File: src/rtl/ysyx_23060221_pkg.sv
// Shared AXI constants and the icache controller state encoding.
package ysyx_23060221_pkg;
  localparam logic [1:0] BURST_INCR  = 2'b01;
  localparam logic [1:0] RESP_OKAY   = 2'b00;
  localparam logic [1:0] RESP_SLVERR = 2'b10;

  typedef enum logic [2:0] {
    IDLE,
    LOOKUP,
    MISS_AR,
    MISS_R,
    RESP
  } state_e;
endpackage

File: src/rtl/ysyx_23060221_icache_array.sv
// Tag/valid/data storage for the direct-mapped icache. Only the valid bits are
// reset; fence (flush_i) clears every valid bit and wins over a same-cycle write.
module ysyx_23060221_icache_array #(
  parameter int NSETS      = 16,
  parameter int LINE_WORDS = 4,
  parameter int IDX_W      = $clog2(NSETS),
  parameter int WORD_W     = $clog2(LINE_WORDS),
  parameter int TAG_W      = 30 - IDX_W - WORD_W
) (
  input  logic              clock,
  input  logic              reset,
  input  logic              flush_i,
  input  logic [IDX_W-1:0]  rd_idx_i,
  input  logic [WORD_W-1:0] rd_word_i,
  output logic              rd_valid_o,
  output logic [TAG_W-1:0]  rd_tag_o,
  output logic [31:0]       rd_data_o,
  input  logic [IDX_W-1:0]  wr_idx_i,
  input  logic              wr_data_en_i,
  input  logic [WORD_W-1:0] wr_word_i,
  input  logic [31:0]       wr_data_i,
  input  logic              wr_tag_en_i,
  input  logic [TAG_W-1:0]  wr_tag_i,
  input  logic              wr_valid_i
);
  logic [NSETS-1:0] valid_q;
  logic [TAG_W-1:0] tag_q  [NSETS];
  logic [31:0]      data_q [NSETS*LINE_WORDS];

  always_ff @(posedge clock or posedge reset) begin
    if (reset) begin
      valid_q <= '0;
    end else if (flush_i) begin
      valid_q <= '0;
    end else if (wr_tag_en_i) begin
      valid_q[wr_idx_i] <= wr_valid_i;
    end
  end

  always_ff @(posedge clock) begin
    if (wr_tag_en_i) tag_q[wr_idx_i] <= wr_tag_i;
    if (wr_data_en_i) data_q[{wr_idx_i, wr_word_i}] <= wr_data_i;
  end

  assign rd_valid_o = valid_q[rd_idx_i];
  assign rd_tag_o   = tag_q[rd_idx_i];
  assign rd_data_o  = data_q[{rd_idx_i, rd_word_i}];
endmodule

File: src/rtl/ysyx_23060221_icache.sv
// Direct-mapped read-only icache: single-beat upstream fetches, whole-line INCR refills.
// Define ICACHE_PERF_EN to add the perf_hit/perf_miss lookup counters.
module ysyx_23060221_icache
  import ysyx_23060221_pkg::*;
#(
  parameter int          NSETS      = 16,
  parameter int          LINE_WORDS = 4,
  parameter logic [31:0] CMASK      = 32'h0000_0000,
  parameter logic [31:0] CMATCH     = 32'h0000_0000
) (
  input  logic        clock,
  input  logic        reset,
  input  logic        fence_i,
  output logic        in_arready,
  input  logic        in_arvalid,
  input  logic [31:0] in_araddr,
  input  logic [3:0]  in_arid,
  input  logic [7:0]  in_arlen,
  input  logic [2:0]  in_arsize,
  input  logic [1:0]  in_arburst,
  input  logic        in_rready,
  output logic        in_rvalid,
  output logic [31:0] in_rdata,
  output logic [1:0]  in_rresp,
  output logic        in_rlast,
  output logic [3:0]  in_rid,
  input  logic        out_arready,
  output logic        out_arvalid,
  output logic [31:0] out_araddr,
  output logic [3:0]  out_arid,
  output logic [7:0]  out_arlen,
  output logic [2:0]  out_arsize,
  output logic [1:0]  out_arburst,
  output logic        out_rready,
  input  logic        out_rvalid,
  input  logic [31:0] out_rdata,
  input  logic [1:0]  out_rresp,
  input  logic        out_rlast,
  input  logic [3:0]  out_rid
`ifdef ICACHE_PERF_EN
  ,
  output logic [31:0] perf_hit,
  output logic [31:0] perf_miss
`endif
);
  localparam int IDX_W  = $clog2(NSETS);
  localparam int WORD_W = $clog2(LINE_WORDS);
  localparam int TAG_W  = 30 - IDX_W - WORD_W;
  localparam logic [WORD_W:0] LAST_BEAT = (WORD_W+1)'(LINE_WORDS - 1);

  state_e            state_q, state_d;
  logic [31:0]       addr_q, addr_d, rdata_q, rdata_d;
  logic [3:0]        id_q, id_d;
  logic [WORD_W:0]   beat_q, beat_d;
  logic [1:0]        err_q, err_d;
  logic              fence_q, fence_d;

  logic [WORD_W-1:0] a_word;
  logic [IDX_W-1:0]  a_idx;
  logic [TAG_W-1:0]  a_tag, rd_tag;
  logic [31:0]       rd_data;
  logic              rd_valid, cacheable, lookup_hit;
  logic [WORD_W:0]   cap_beat, last_beat;
  logic              wr_data_en, wr_tag_en, wr_valid;
  logic              unused_inputs;

  assign a_word     = addr_q[2 +: WORD_W];
  assign a_idx      = addr_q[2 + WORD_W +: IDX_W];
  assign a_tag      = addr_q[31 -: TAG_W];
  assign cacheable  = (addr_q & CMASK) == CMATCH;
  assign lookup_hit = cacheable && rd_valid && (rd_tag == a_tag);
  // Non-cacheable fetches are a single beat carrying the requested word.
  assign cap_beat   = cacheable ? {1'b0, a_word} : '0;
  assign last_beat  = cacheable ? LAST_BEAT : '0;
  assign unused_inputs = ^{in_arlen, in_arsize, in_arburst, out_rid};

  ysyx_23060221_icache_array #(
    .NSETS      (NSETS),
    .LINE_WORDS (LINE_WORDS)
  ) u_array (
    .clock        (clock),
    .reset        (reset),
    .flush_i      (fence_i),
    .rd_idx_i     (a_idx),
    .rd_word_i    (a_word),
    .rd_valid_o   (rd_valid),
    .rd_tag_o     (rd_tag),
    .rd_data_o    (rd_data),
    .wr_idx_i     (a_idx),
    .wr_data_en_i (wr_data_en),
    .wr_word_i    (beat_q[WORD_W-1:0]),
    .wr_data_i    (out_rdata),
    .wr_tag_en_i  (wr_tag_en),
    .wr_tag_i     (a_tag),
    .wr_valid_i   (wr_valid)
  );

  always_ff @(posedge clock or posedge reset) begin
    if (reset) begin
      state_q <= IDLE;
      addr_q  <= '0;
      id_q    <= '0;
      beat_q  <= '0;
      err_q   <= RESP_OKAY;
      fence_q <= 1'b0;
      rdata_q <= '0;
    end else begin
      state_q <= state_d;
      addr_q  <= addr_d;
      id_q    <= id_d;
      beat_q  <= beat_d;
      err_q   <= err_d;
      fence_q <= fence_d;
      rdata_q <= rdata_d;
    end
  end

  // Handshakes: a transfer happens on a rising edge where valid and ready are
  // both high; a source keeps valid and payload stable until that edge.
  always_comb begin
    state_d     = state_q;
    addr_d      = addr_q;
    id_d        = id_q;
    beat_d      = beat_q;
    err_d       = err_q;
    fence_d     = fence_q;
    rdata_d     = rdata_q;
    wr_data_en  = 1'b0;
    wr_tag_en   = 1'b0;
    wr_valid    = 1'b0;
    in_arready  = 1'b0;
    in_rvalid   = 1'b0;
    in_rdata    = '0;
    in_rresp    = RESP_OKAY;
    in_rlast    = 1'b0;
    in_rid      = '0;
    out_arvalid = 1'b0;
    out_araddr  = '0;
    out_arid    = '0;
    out_arlen   = '0;
    out_arsize  = '0;
    out_arburst = '0;
    out_rready  = 1'b0;
    unique case (state_q)
      IDLE: begin
        in_arready = 1'b1;
        if (in_arvalid) begin
          addr_d  = in_araddr;
          id_d    = in_arid;
          state_d = LOOKUP;
        end
      end
      LOOKUP: begin
        beat_d  = '0;
        err_d   = RESP_OKAY;
        fence_d = fence_i;
        if (lookup_hit) begin
          rdata_d = rd_data;
          state_d = RESP;
        end else begin
          state_d = MISS_AR;
        end
      end
      MISS_AR: begin
        fence_d     = fence_q | fence_i;
        out_arvalid = 1'b1;
        out_araddr  = cacheable ? {addr_q[31:2+WORD_W], {(2+WORD_W){1'b0}}} : addr_q;
        out_arlen   = cacheable ? 8'(LINE_WORDS - 1) : 8'd0;
        out_arsize  = 3'd2;
        out_arburst = BURST_INCR;
        out_arid    = id_q;
        if (out_arready) state_d = MISS_R;
      end
      MISS_R: begin
        fence_d    = fence_q | fence_i;
        out_rready = 1'b1;
        if (out_rvalid) begin
          wr_data_en = cacheable && (beat_q <= LAST_BEAT);
          if (beat_q == cap_beat) rdata_d = out_rdata;
          if (out_rresp != RESP_OKAY && err_q == RESP_OKAY) err_d = out_rresp;
          if (beat_q != '1) beat_d = beat_q + 1'b1;
          if (out_rlast) begin
            // A burst that ends early or late is reported as a slave error.
            if (beat_q != last_beat && err_d == RESP_OKAY) err_d = RESP_SLVERR;
            wr_tag_en = cacheable;
            wr_valid  = cacheable && (err_d == RESP_OKAY) && !fence_q && !fence_i;
            state_d   = RESP;
          end
        end
      end
      RESP: begin
        in_rvalid = 1'b1;
        in_rlast  = 1'b1;
        in_rdata  = rdata_q;
        in_rresp  = err_q;
        in_rid    = id_q;
        if (in_rready) state_d = IDLE;
      end
      default: state_d = IDLE;
    endcase
  end

`ifdef ICACHE_PERF_EN
  logic [31:0] perf_hit_q, perf_miss_q;

  always_ff @(posedge clock or posedge reset) begin
    if (reset) begin
      perf_hit_q  <= '0;
      perf_miss_q <= '0;
    end else if (state_q == LOOKUP) begin
      if (lookup_hit) perf_hit_q <= perf_hit_q + 32'd1;
      else            perf_miss_q <= perf_miss_q + 32'd1;
    end
  end

  assign perf_hit  = perf_hit_q;
  assign perf_miss = perf_miss_q;
`endif
endmodule

File: config.mk
export PLATFORM = sky130hd
export DESIGN_NAME = ysyx_23060221_icache
export DESIGN_NICKNAME = d
export VERILOG_FILES = /design/src/rtl/ysyx_23060221_pkg.sv /design/src/rtl/ysyx_23060221_icache_array.sv /design/src/rtl/ysyx_23060221_icache.sv
export SDC_FILE = /design/constraint.sdc
export NUM_CORES = 2
export LEC_CHECK = 0
export ABC_AREA = 0
export CORE_ASPECT_RATIO = 1.25
export CORE_MARGIN = 5
export CORE_UTILIZATION = 45
export DETAILED_ROUTE_END_ITERATION = 10
export PLACE_DENSITY = 0.59
export SLEW_MARGIN = 10
export SYNTH_ARGS = -nofsm -noshare
export SYNTH_HDL_FRONTEND = slang
export SYNTH_SLANG_ARGS = --single-unit
File: constraint.sdc
create_clock -name clock -period 5.8 [get_ports clock]
set_input_delay 1.16 -clock clock [delete_from_list [all_inputs] [get_ports clock]]
set_output_delay 1.16 -clock clock [all_outputs]
set_load 0.01 [all_outputs]
==> metrics.md <==
| Metric | Value |
|---|---|
| Die height | `~530 um` |
| Critical Path RT | `around 4600 ps` |
| Nets | `between 5000 and 6000` |
| Critical path's top delay family | `buffers and inverters` |
| Max Cap Viol | `0` |
| Grt ovf | `0` |
| Critical Path Stages | `5` |
| Clock transition at path regs | `60 ps` |
| WS Path Type | `flip-flop to output port` |
| Sequential share of power | `a little over two fifths` |
| Combinational share of power | `about 28%` |
| Switching Fraction | `31.4%` |
| Pin count of the biggest net entering global routing | `86` |
| CP max stage cell | `dfrtp_1` |
| GRT Util Overall | `about a quarter` |
| Unrepaired setup endpoints after global routing | `false` |
| H-tree depth | `4` |
| Most frequent cells after synthesis | `2432 x edfxtp_1, 560 x mux4_2, 152 x mux2i_1, 136 x clkbuf_1, 126 x a22oi_1` |
| Peak supply drop | `about 0.00042 V` |
| Setup crit end kind | `output port` |
| Worst setup endpoint | `in_rdata[21]` |
| Mean Syn Cell Area | `around 21 sq um` |
| Net Switching | `16.3 mW` |
| Async S/R FF share, synth | `about 3.6%` |
| Post-Layout Cell Count | `around 8000` |
| ANT nets after route | `0` |
| Post-CTS resize count | `0` |
| CP peak stage delay | `approximately 710 ps` |
| Sequential area share after synthesis | `77.3%` |
| Worst hold path type | `flip-flop to flip-flop` |
| Worst-path cell chain | `inv_1 > nor3_2 > buf_4 > and2_1 > clkdlybuf4s50_1` |
| Largest family of logic cells by synthesized area | `multiplexers` |
| Dominant cell type by area after synthesis | `edfxtp_1` |
| WL final | `roughly 280000 um` |
| I/O Buffers | `154` |
| Tcrit/Tclk final | `between 80% and 90%` |
| Clock power share | `around 30%` |
| Met3 wire len | `just over 20000 um` |
| Drt first pass iters | `7` |
| Crit path max fanout | `26` |
| Clock Path Buffers | `3` |
| Fmax | `0.208 GHz` |
| Clock tree sinks | `roughly 2500` |
| Most frequent cell after synthesis | `edfxtp_1` |
| Initial antenna violation count | `10` |
| CTS Buf Count | `between 200 and 250` |
| Final hold violation count | `0` |
| Met1 wire length | `roughly 110000 um` |
| Worst setup path startpoint | `state_q[2]` |
| Detailed Route Iter0 Violations | `between 5000 and 6000` |
| Slew Viols, Final | `0` |
| Post-Route Skew | `46.9 ps` |
| Syn Std Cell Area | `97400 sq um` |
| Reg2Reg Launch Point | `addr_q[4]` |
| Placed Cells | `around 7600` |
| DR WL/cell | `between 30 and 40 um` |
| Residual DRC | `0` |
| Arrival @ worst endpoint | `approximately 3600 ps` |
| Worst R2R Path Depth | `10` |
| Int Pwr | `35.8 mW` |
| Post-synth top area share | `approximately three quarters` |
| Fraction of the mapped netlist area in compound gates | `about 3.8%` |
| Vias | `~50000` |
| Power density over the cells | `~460 nW/um^2` |
| CTS tree | `built` |
| Simple-gate share of the synthesized area | `under 10%` |
| Top layer in use | `met5` |
| Worst slew margin | `about a tenth` |
| R2r setup slk | `around 1100 ps` |
| Post-CTS Setup Bufs | `0` |
| Storage cell area | `between 70000 and 80000 sq um` |
| Layout cells sized above 1 | `26.3%` |
| Outcome | `complete, no violations` |
| Multiplexer share of the synthesized area | `around 15%` |
| Initial core utilization | `45.1%` |
| Hpwl dp | `roughly 160000 um` |
| Fin crit period | `4800 ps` |
| Worst slew pin tran | `1340 ps` |
| Cts hold-fix bufs | `0` |
| Die Wd | `approximately 430 um` |
| Clock Tree Root | `clkbuf_16` |
| Via density | `6.17` |
| Post-synthesis register bit count | `between 2000 and 3000` |
| Finish-stage setup viols | `0` |
| Met2 wire length | `around 140000 um` |
| TNS Setup | `0 ps` |
| Site row count | `191` |
| Footprint of the multi-input gates | `about 21000 sq um` |
| Post-synthesis xor/xnor area fraction | `less than 1%` |
| GPL Wtd Cong | `~0.8` |
| Fill cells | `between 15000 and 20000` |
| First-pass GRT wire length | `slightly below 400000 um` |
| Critical path buffers and inverters | `3` |
| Top-level I/O count | `187` |
| RR Endpoint | `rdata_q[30]` |
| Syn. warnings | `0` |
| Vias in the first global route | `approximately 50000` |
| Cells after Synth | `about 4500` |
| Clk_lat worst skew | `slightly below 900 ps` |
| Static leakage | `between 30 and 40 nW` |
| DIE AREA | `~230000 sq um` |
| Dominant synthesized flop cell | `edfxtp_1` |
| Synth Area in Adders | `less than 1%` |
| Ranking of synthesized cells by area | `edfxtp_1 75%, mux4_2 13%, dfrtp_1 2.3%` |
| Core ar. | `approximately 220000 sq um` |
| Layout overhead on the synthesized area | `15.1%` |
| Startpoint Class | `flip-flop` |
| Synth cell types | `67` |
| EDFF count, synth | `~2400` |
stage by stage:
stage	instance area, sq um	power [mW]	setup slack (ps)	hold slack, ps	util, %
final	112000	52.1	1000	507	51.9
after global routing	112000	53.9	785	524	51.9
after CTS	112000	52.5	980	508	51.9
after detailed placement	104000	37.1	1120	494	48.3
after global placement	104000	37.0	1130	485	48.3
after floorplan	97500	30.9	1200	471	-
cell type report:
cell class,instances,area share (%)
inverter,29,0.102
sequential,2523,67.2
clock inverter,137,1.21
multi-input combinational,1722,19.1
clock buffer,306,5.68
tap,2895,3.23
timing repair buffer,417,3.50
antenna,9,0.0201
worst reg2reg max path, cell delays in order (launching register included):
cell and delay [ps]:
dfrtp_4 1020, buf_12 450, mux4_2 620, mux2i_1 190, xnor2_1 190, nor3_1 90
a31oi_1 220, and4bb_2 300, a21oi_4 670, buf_12 390, mux2_2 440
metal layers:
metal,vias to the layer above,track usage (%)
li1,19900,-
met1,27100,33.0
met2,2249,41.3
met3,428,4.17
met4,2,9.14
met5,-,0
registers in the layout (all words and copies together), names as in the netlist:
signal	flops
u_array.data_q	2048
u_array.tag_q	384
rdata_q	32
addr_q	30
u_array.valid_q	16
id_q	4
beat_q	3
state_q	3
err_q	2
fence_q	1
cell families (layout without fill, tap and decap cells):
family	Yosys count	count (layout)
AOI/OAI and AO/OA	514	514
xor gates and xnor gates	30	30
adders and majority gates	3	3
buffers and inverters	304	889
DFF	2523	2523
muxes	768	768
other	1	22
and+or+nand+nor	394	394
power groups by stage:
stage,logic (mW),registers (mW),clock network (mW)
floorplan,9.36,21.5,0
finish,14.7,21.9,15.5
global placement,14.8,22.2,0
CTS,14.9,21.9,15.8
detailed placement,14.8,22.3,0
global route,15.4,22.0,16.5
how the worst min path moves through the flow:
stage,from,end,slack (ps),cells past startpoint
2_1_floorplan,rdata_q[30],rdata_q[30],470,1
3_3_place_gp,rdata_q[0],rdata_q[0],490,1
3_5_place_dp,rdata_q[0],rdata_q[0],490,1
4_1_cts,rdata_q[0],rdata_q[0],510,1
5_1_grt,rdata_q[0],rdata_q[0],520,1
6_report,rdata_q[0],rdata_q[0],510,1
placed cells by master (no fill, tap or decap), types with 44 or more instances in the layout:
cell type        synthesis  routed
nor2_4                   0      70
clkinv_1                 1      62
mux2i_1                152     152
dfrtp_1                 91      86
edfxtp_1              2432    2432
clkbuf_16                0     241
clkbuf_1               136      56
a22o_1                  54      54
nor2_1                 117      44
buf_12                   2      45
nand2_1                101     100
a21oi_1                110     110
clkdlybuf4s50_1          0     122
o21ai_0                 51      51
and2_1                  62      61
mux4_2                 560     560
buf_4                   22     219
a22oi_1                126     126
(Power assumes the default switching activity.)
